`src/rtl/axi_lite_cfg_sequencer.sv`:
```
// AXI4-Lite write-only configuration sequencer.
// On START, walks a command table one entry at a time and issues one AXI-Lite write
// per entry to C_BASE_ADDR + offset. It keeps a single write outstanding and checks
// every BRESP. DONE and ERROR are sticky until the next accepted START.
module axi_lite_cfg_sequencer #(
    parameter int C_M_AXI_ADDR_WIDTH = 32,
    parameter int C_M_AXI_DATA_WIDTH = 32,
    parameter int C_NUM_COMMANDS     = 8,
    parameter logic [C_M_AXI_ADDR_WIDTH-1:0] C_BASE_ADDR = 32'h8800_0000,
    localparam int CW = (C_NUM_COMMANDS > 1) ? $clog2(C_NUM_COMMANDS) : 1
) (
    input  logic                              ACLK,
    input  logic                              ARESETN,
    input  logic                              START,
    output logic                              BUSY,
    output logic                              DONE,
    output logic                              ERROR,
    output logic [CW-1:0]                     ERR_IDX,
    output logic [CW-1:0]                     CMD_IDX,
    input  logic [C_M_AXI_ADDR_WIDTH-1:0]     CMD_OFFSET,
    input  logic [C_M_AXI_DATA_WIDTH-1:0]     CMD_DATA,
    output logic [C_M_AXI_ADDR_WIDTH-1:0]     M_AXI_AWADDR,
    output logic [2:0]                        M_AXI_AWPROT,
    output logic                              M_AXI_AWVALID,
    input  logic                              M_AXI_AWREADY,
    output logic [C_M_AXI_DATA_WIDTH-1:0]     M_AXI_WDATA,
    output logic [C_M_AXI_DATA_WIDTH/8-1:0]   M_AXI_WSTRB,
    output logic                              M_AXI_WVALID,
    input  logic                              M_AXI_WREADY,
    input  logic [1:0]                        M_AXI_BRESP,
    input  logic                              M_AXI_BVALID,
    output logic                              M_AXI_BREADY
);

    localparam logic [CW-1:0] LAST_IDX = CW'(C_NUM_COMMANDS - 1);

    typedef enum logic [2:0] {
        S_IDLE,
        S_FETCH,
        S_ISSUE,
        S_RESP,
        S_FINISH
    } state_t;

    state_t state;
    state_t state_next;

    logic aw_hs;
    logic w_hs;
    logic b_hs;
    logic aw_ok;
    logic w_ok;
    logic issue_done;
    logic b_err;
    logic last_cmd;

    // A channel counts as finished once its valid has dropped, or when it handshakes this cycle.
    assign aw_hs      = M_AXI_AWVALID & M_AXI_AWREADY;
    assign w_hs       = M_AXI_WVALID & M_AXI_WREADY;
    assign b_hs       = M_AXI_BVALID & M_AXI_BREADY;
    assign aw_ok      = ~M_AXI_AWVALID | aw_hs;
    assign w_ok       = ~M_AXI_WVALID | w_hs;
    assign issue_done = aw_ok & w_ok;
    assign b_err      = (M_AXI_BRESP != 2'b00);
    assign last_cmd   = (CMD_IDX == LAST_IDX);

    assign M_AXI_AWPROT = 3'b000;
    assign M_AXI_WSTRB  = '1;

    // State register; reset aborts any run in flight.
    always_ff @(posedge ACLK or negedge ARESETN) begin
        if (!ARESETN) begin
            state <= S_IDLE;
        end else begin
            state <= state_next;
        end
    end

    // Next-state decode for the walk through the table.
    always_comb begin
        state_next = state;
        case (state)
            S_IDLE: begin
                if (START) begin
                    state_next = S_FETCH;
                end
            end
            S_FETCH: begin
                state_next = S_ISSUE;
            end
            S_ISSUE: begin
                if (issue_done) begin
                    state_next = S_RESP;
                end
            end
            S_RESP: begin
                if (b_hs) begin
                    if (b_err || last_cmd) begin
                        state_next = S_FINISH;
                    end else begin
                        state_next = S_FETCH;
                    end
                end
            end
            S_FINISH: begin
                state_next = S_IDLE;
            end
            default: begin
                state_next = S_IDLE;
            end
        endcase
    end

    // Status flags, table index and AXI channel registers, updated per state.
    always_ff @(posedge ACLK or negedge ARESETN) begin
        if (!ARESETN) begin
            BUSY          <= 1'b0;
            DONE          <= 1'b0;
            ERROR         <= 1'b0;
            ERR_IDX       <= '0;
            CMD_IDX       <= '0;
            M_AXI_AWADDR  <= '0;
            M_AXI_WDATA   <= '0;
            M_AXI_AWVALID <= 1'b0;
            M_AXI_WVALID  <= 1'b0;
            M_AXI_BREADY  <= 1'b0;
        end else begin
            case (state)
                S_IDLE: begin
                    if (START) begin
                        CMD_IDX <= '0;
                        DONE    <= 1'b0;
                        ERROR   <= 1'b0;
                        BUSY    <= 1'b1;
                    end
                end
                S_FETCH: begin
                    // The sum is truncated to the address width, so large offsets wrap.
                    M_AXI_AWADDR  <= C_BASE_ADDR + CMD_OFFSET;
                    M_AXI_WDATA   <= CMD_DATA;
                    M_AXI_AWVALID <= 1'b1;
                    M_AXI_WVALID  <= 1'b1;
                end
                S_ISSUE: begin
                    if (aw_hs) begin
                        M_AXI_AWVALID <= 1'b0;
                    end
                    if (w_hs) begin
                        M_AXI_WVALID <= 1'b0;
                    end
                    if (issue_done) begin
                        M_AXI_BREADY <= 1'b1;
                    end
                end
                S_RESP: begin
                    if (b_hs) begin
                        M_AXI_BREADY <= 1'b0;
                        if (b_err) begin
                            ERROR   <= 1'b1;
                            ERR_IDX <= CMD_IDX;
                        end else if (!last_cmd) begin
                            CMD_IDX <= CMD_IDX + CW'(1);
                        end
                    end
                end
                S_FINISH: begin
                    DONE <= 1'b1;
                    BUSY <= 1'b0;
                end
                default: begin
                end
            endcase
        end
    end

endmodule

```
`config.mk`:
```
export PLATFORM = sky130hd
export DESIGN_NAME = axi_lite_cfg_sequencer
export DESIGN_NICKNAME = d
export VERILOG_FILES = /design/src/rtl/axi_lite_cfg_sequencer.sv
export SDC_FILE = /design/constraint.sdc
export NUM_CORES = 1
export LEC_CHECK = 0
export ABC_AREA = 1
export BUFFER_PORTS_ARGS = -buffer_cell sky130_fd_sc_hd__buf_2
export CAP_MARGIN = 10
export CORE_MARGIN = 2
export CORE_UTILIZATION = 46
export CTS_CLUSTER_SIZE = 14
export DETAILED_ROUTE_END_ITERATION = 7
export PLACE_DENSITY = 0.84
export SLEW_MARGIN = 20
export SYNTH_ARGS = -nofsm -noshare
export SYNTH_HDL_FRONTEND = slang
export SYNTH_SLANG_ARGS = --single-unit
```
`constraint.sdc`:
```
create_clock -name ACLK -period 1.5 [get_ports ACLK]
set_input_delay 0.45 -clock ACLK [delete_from_list [all_inputs] [get_ports ACLK]]
set_output_delay 0.45 -clock ACLK [all_outputs]
set_load 0.05 [all_outputs]
```
==> flow_summary.json <==
{
  "status": "complete, no violations",
  "crit_type": "reg -> out",
  "dr.pass1.iters": 4,
  "clockRootBuffer": "clkbuf_8",
  "post_cts.repair.setup_buffers": 0,
  "vias": 2812,
  "path_max_fanout": 5,
  "placement.setup.worst_slack_ns": 0.01037,
  "grt-ovfl-total": 0,
  "period_share": 0.9721,
  "drive_gt1_frac": 0.3403,
  "hp-class": "in -> async",
  "multiInputGateArea_um2": 1126,
  "fillers": 581,
  "htree_levels": 3,
  "postSynthRegisterBits": 79,
  "routedWlPerCell_um": 11.98,
  "dieArea_um2": 7692,
  "grt_max_degree": 80,
  "pin_count": 155,
  "cts_hold_buf": 0,
  "arrival_ns": 1.01,
  "antenna_found_initial": 0,
  "netlist_area_um2": 3223,
  "yosys.area.top_type": "dfrtp_1",
  "core_um2": 6794,
  "synthTopCellsByArea": "dfrtp_1 61%, nand2_1 25%, buf_2 2.0%",
  "yosys_warnings": 0,
  "place.gp.congestion": 0.8368,
  "synthCells": 376,
  "tns_ns": 0,
  "regArea_um2": 1979,
  "numCtsBuffers": 9,
  "cts_tree": "yes",
  "clk_latency_ns": 0.33,
  "clock_sinks": 79,
  "period_needed_ns": 1.458,
  "routed_wl_um": 7490,
  "maxCapViolCount": 0,
  "max_stage_delay_ns": 0.40,
  "cpMaxStageDelayCell": "dfrtp_2",
  "dp_hpwl_um": 5355,
  "avgViaCountPerCell": 4.499,
  "fin_nets": 600,
  "start_util": 0.4744,
  "grt_pass1_vias": 2643,
  "antennaDiodeCount": 0,
  "setup_ws_ns": 0.04191,
  "worst-path-buf-inv": 1,
  "slew_violations": 0,
  "synth_cell_type_count": 18,
  "clock_skew_ns": 0.005704,
  "drc": 0,
  "critPathTopFamily": "flip-flops",
  "avgSynthCellArea_um2": 8.572,
  "cts_max_path_buffers": 2,
  "critPathLaunchType": "flip-flop",
  "fmax_mhz": 685.8,
  "crit_required_ns": 1.05,
  "seq_area_frac_synth": 0.6134,
  "path_clk_slew_ns": 0.08,
  "rows": 30,
  "drt_iter0_drc": 114,
  "setup_viol": 0,
  "synthToLayoutAreaGrowth_pct": 31.68,
  "hold_viol": 0,
  "synth_top_area_share": 0.6134,
  "die_width_um": 87.71,
  "die_y_um": 87.71,
  "port_buffers": 147,
  "crit_chain": "buf_2",
  "grt_usage": 0.1987,
  "grt_pass1_wl_um": 12120,
  "ant_nets": 0,
  "end_kind": "primary output"
}
-- logic make-up after synthesis --
family / synth area share
flops: 0.6134
other cells: 0.002330
xor+xnor: 0.008154
compound gates: 0.01863
buf+inv: 0.05047
simple gates: 0.2954
fa+ha+maj: 0.01165
-- cells in the final DEF, fill, tap and decap left out --
master and instances:
a21oi_1 1, buf_12 2, buf_2 145, buf_4 5, clkbuf_4 1, clkbuf_8 10, clkinv_2 5, conb_1 7
dfrtp_1 77, dfrtp_2 2, ha_1 2, ha_2 1, inv_1 10, inv_2 2, nand2_1 215, nand2_2 2
nand2_4 1, nand3_1 12, nand3_2 1, nor2_1 11, nor2_4 2, nor3_1 1, o21ai_0 8, o21ai_1 2
o21ai_2 1, xnor2_1 2, xor2_1 1
-- metrics by stage --
stage	hold slack (ns)	util	instances	area, um^2
5_1_grt	0.1582	0.6247	625	4244
4_1_cts	0.1484	0.6208	625	4218
3_3_place_gp	0.4539	0.5969	610	4055
6_report	0.1312	0.6247	625	4244
2_1_floorplan	0.1544	-	381	3244
3_5_place_dp	0.4594	0.5969	610	4055
-- registers in the layout, indices dropped and copies added (netlist names) --
| signal | count |
|---|---|
| ERR_IDX | 3 |
| M_AXI_AWVALID | 1 |
| BUSY | 1 |
| M_AXI_AWADDR | 32 |
| state | 3 |
| DONE | 1 |
| M_AXI_WVALID | 1 |
| M_AXI_BREADY | 1 |
| ERROR | 1 |
| CMD_IDX | 3 |
| M_AXI_WDATA | 32 |
-- layer usage --
metal | vias up | GRT usage | part of all wire
li1 | 1424 | - | -
met1 | 1274 | 0.2667 | 0.43
met2 | 101 | 0.3196 | 0.49
met3 | 13 | 0.03864 | 0.059
met4 | 0 | 0.07832 | 0.017
met5 | - | 0 | 0
-- timing repair --
item	in CTS	in global routing
gates resized for setup	1	10
pin swaps	0	2
gates cloned	0	0
endpoints found under the setup margin	1	4
hold endpoints to repair	0	0
-- area by class of cell --
type,count,area share
flip-flops and latches,79,0.4664
multi-input cells,270,0.2653
repair buffers,153,0.1910
clock buffers,10,0.03243
well taps,96,0.02830
inverters,12,0.01061
clock inverters,5,0.005896
-- cells in the mapped netlist, drive strengths merged --
library cell,instances
a21oi,1
buf,20
conb,2
dfrtp,79
ha,3
inv,12
nand2,218
nand3,13
nor2,13
nor3,1
o21ai,11
xnor2,2
xor2,1
-- path summary, 6_finish.rpt --
| kind | start | endpoint | slack (ns) | cells past startpoint |
|---|---|---|---|---|
| max in group asynchronous | ARESETN | M_AXI_WDATA[9] | 1.04 | 2 |
| min in group ACLK | CMD_OFFSET[25] | M_AXI_AWADDR[25] | 0.30 | 3 |
| min reg2reg | ERR_IDX[1] | ERR_IDX[1] | 0.47 | 2 |
| min | ARESETN | ERR_IDX[2] | 0.13 | 2 |
| max reg2reg | CMD_IDX[0] | CMD_IDX[2] | 0.07 | 9 |
| max | CMD_IDX[0] | CMD_IDX[0] | 0.04 | 1 |
-- worst reg2reg max path: cells and delay by family (launching register included) --
| kind | cells | cell delay (ns) |
|---|---|---|
| fa+ha+maj | 2 | 0.36 |
| buf+inv | 1 | 0.05 |
| flops | 1 | 0.44 |
| simple gates | 6 | 0.52 |
Power is not shown: default switching activity piles up to over one toggle a cycle in this logic, so the estimate is an artifact.
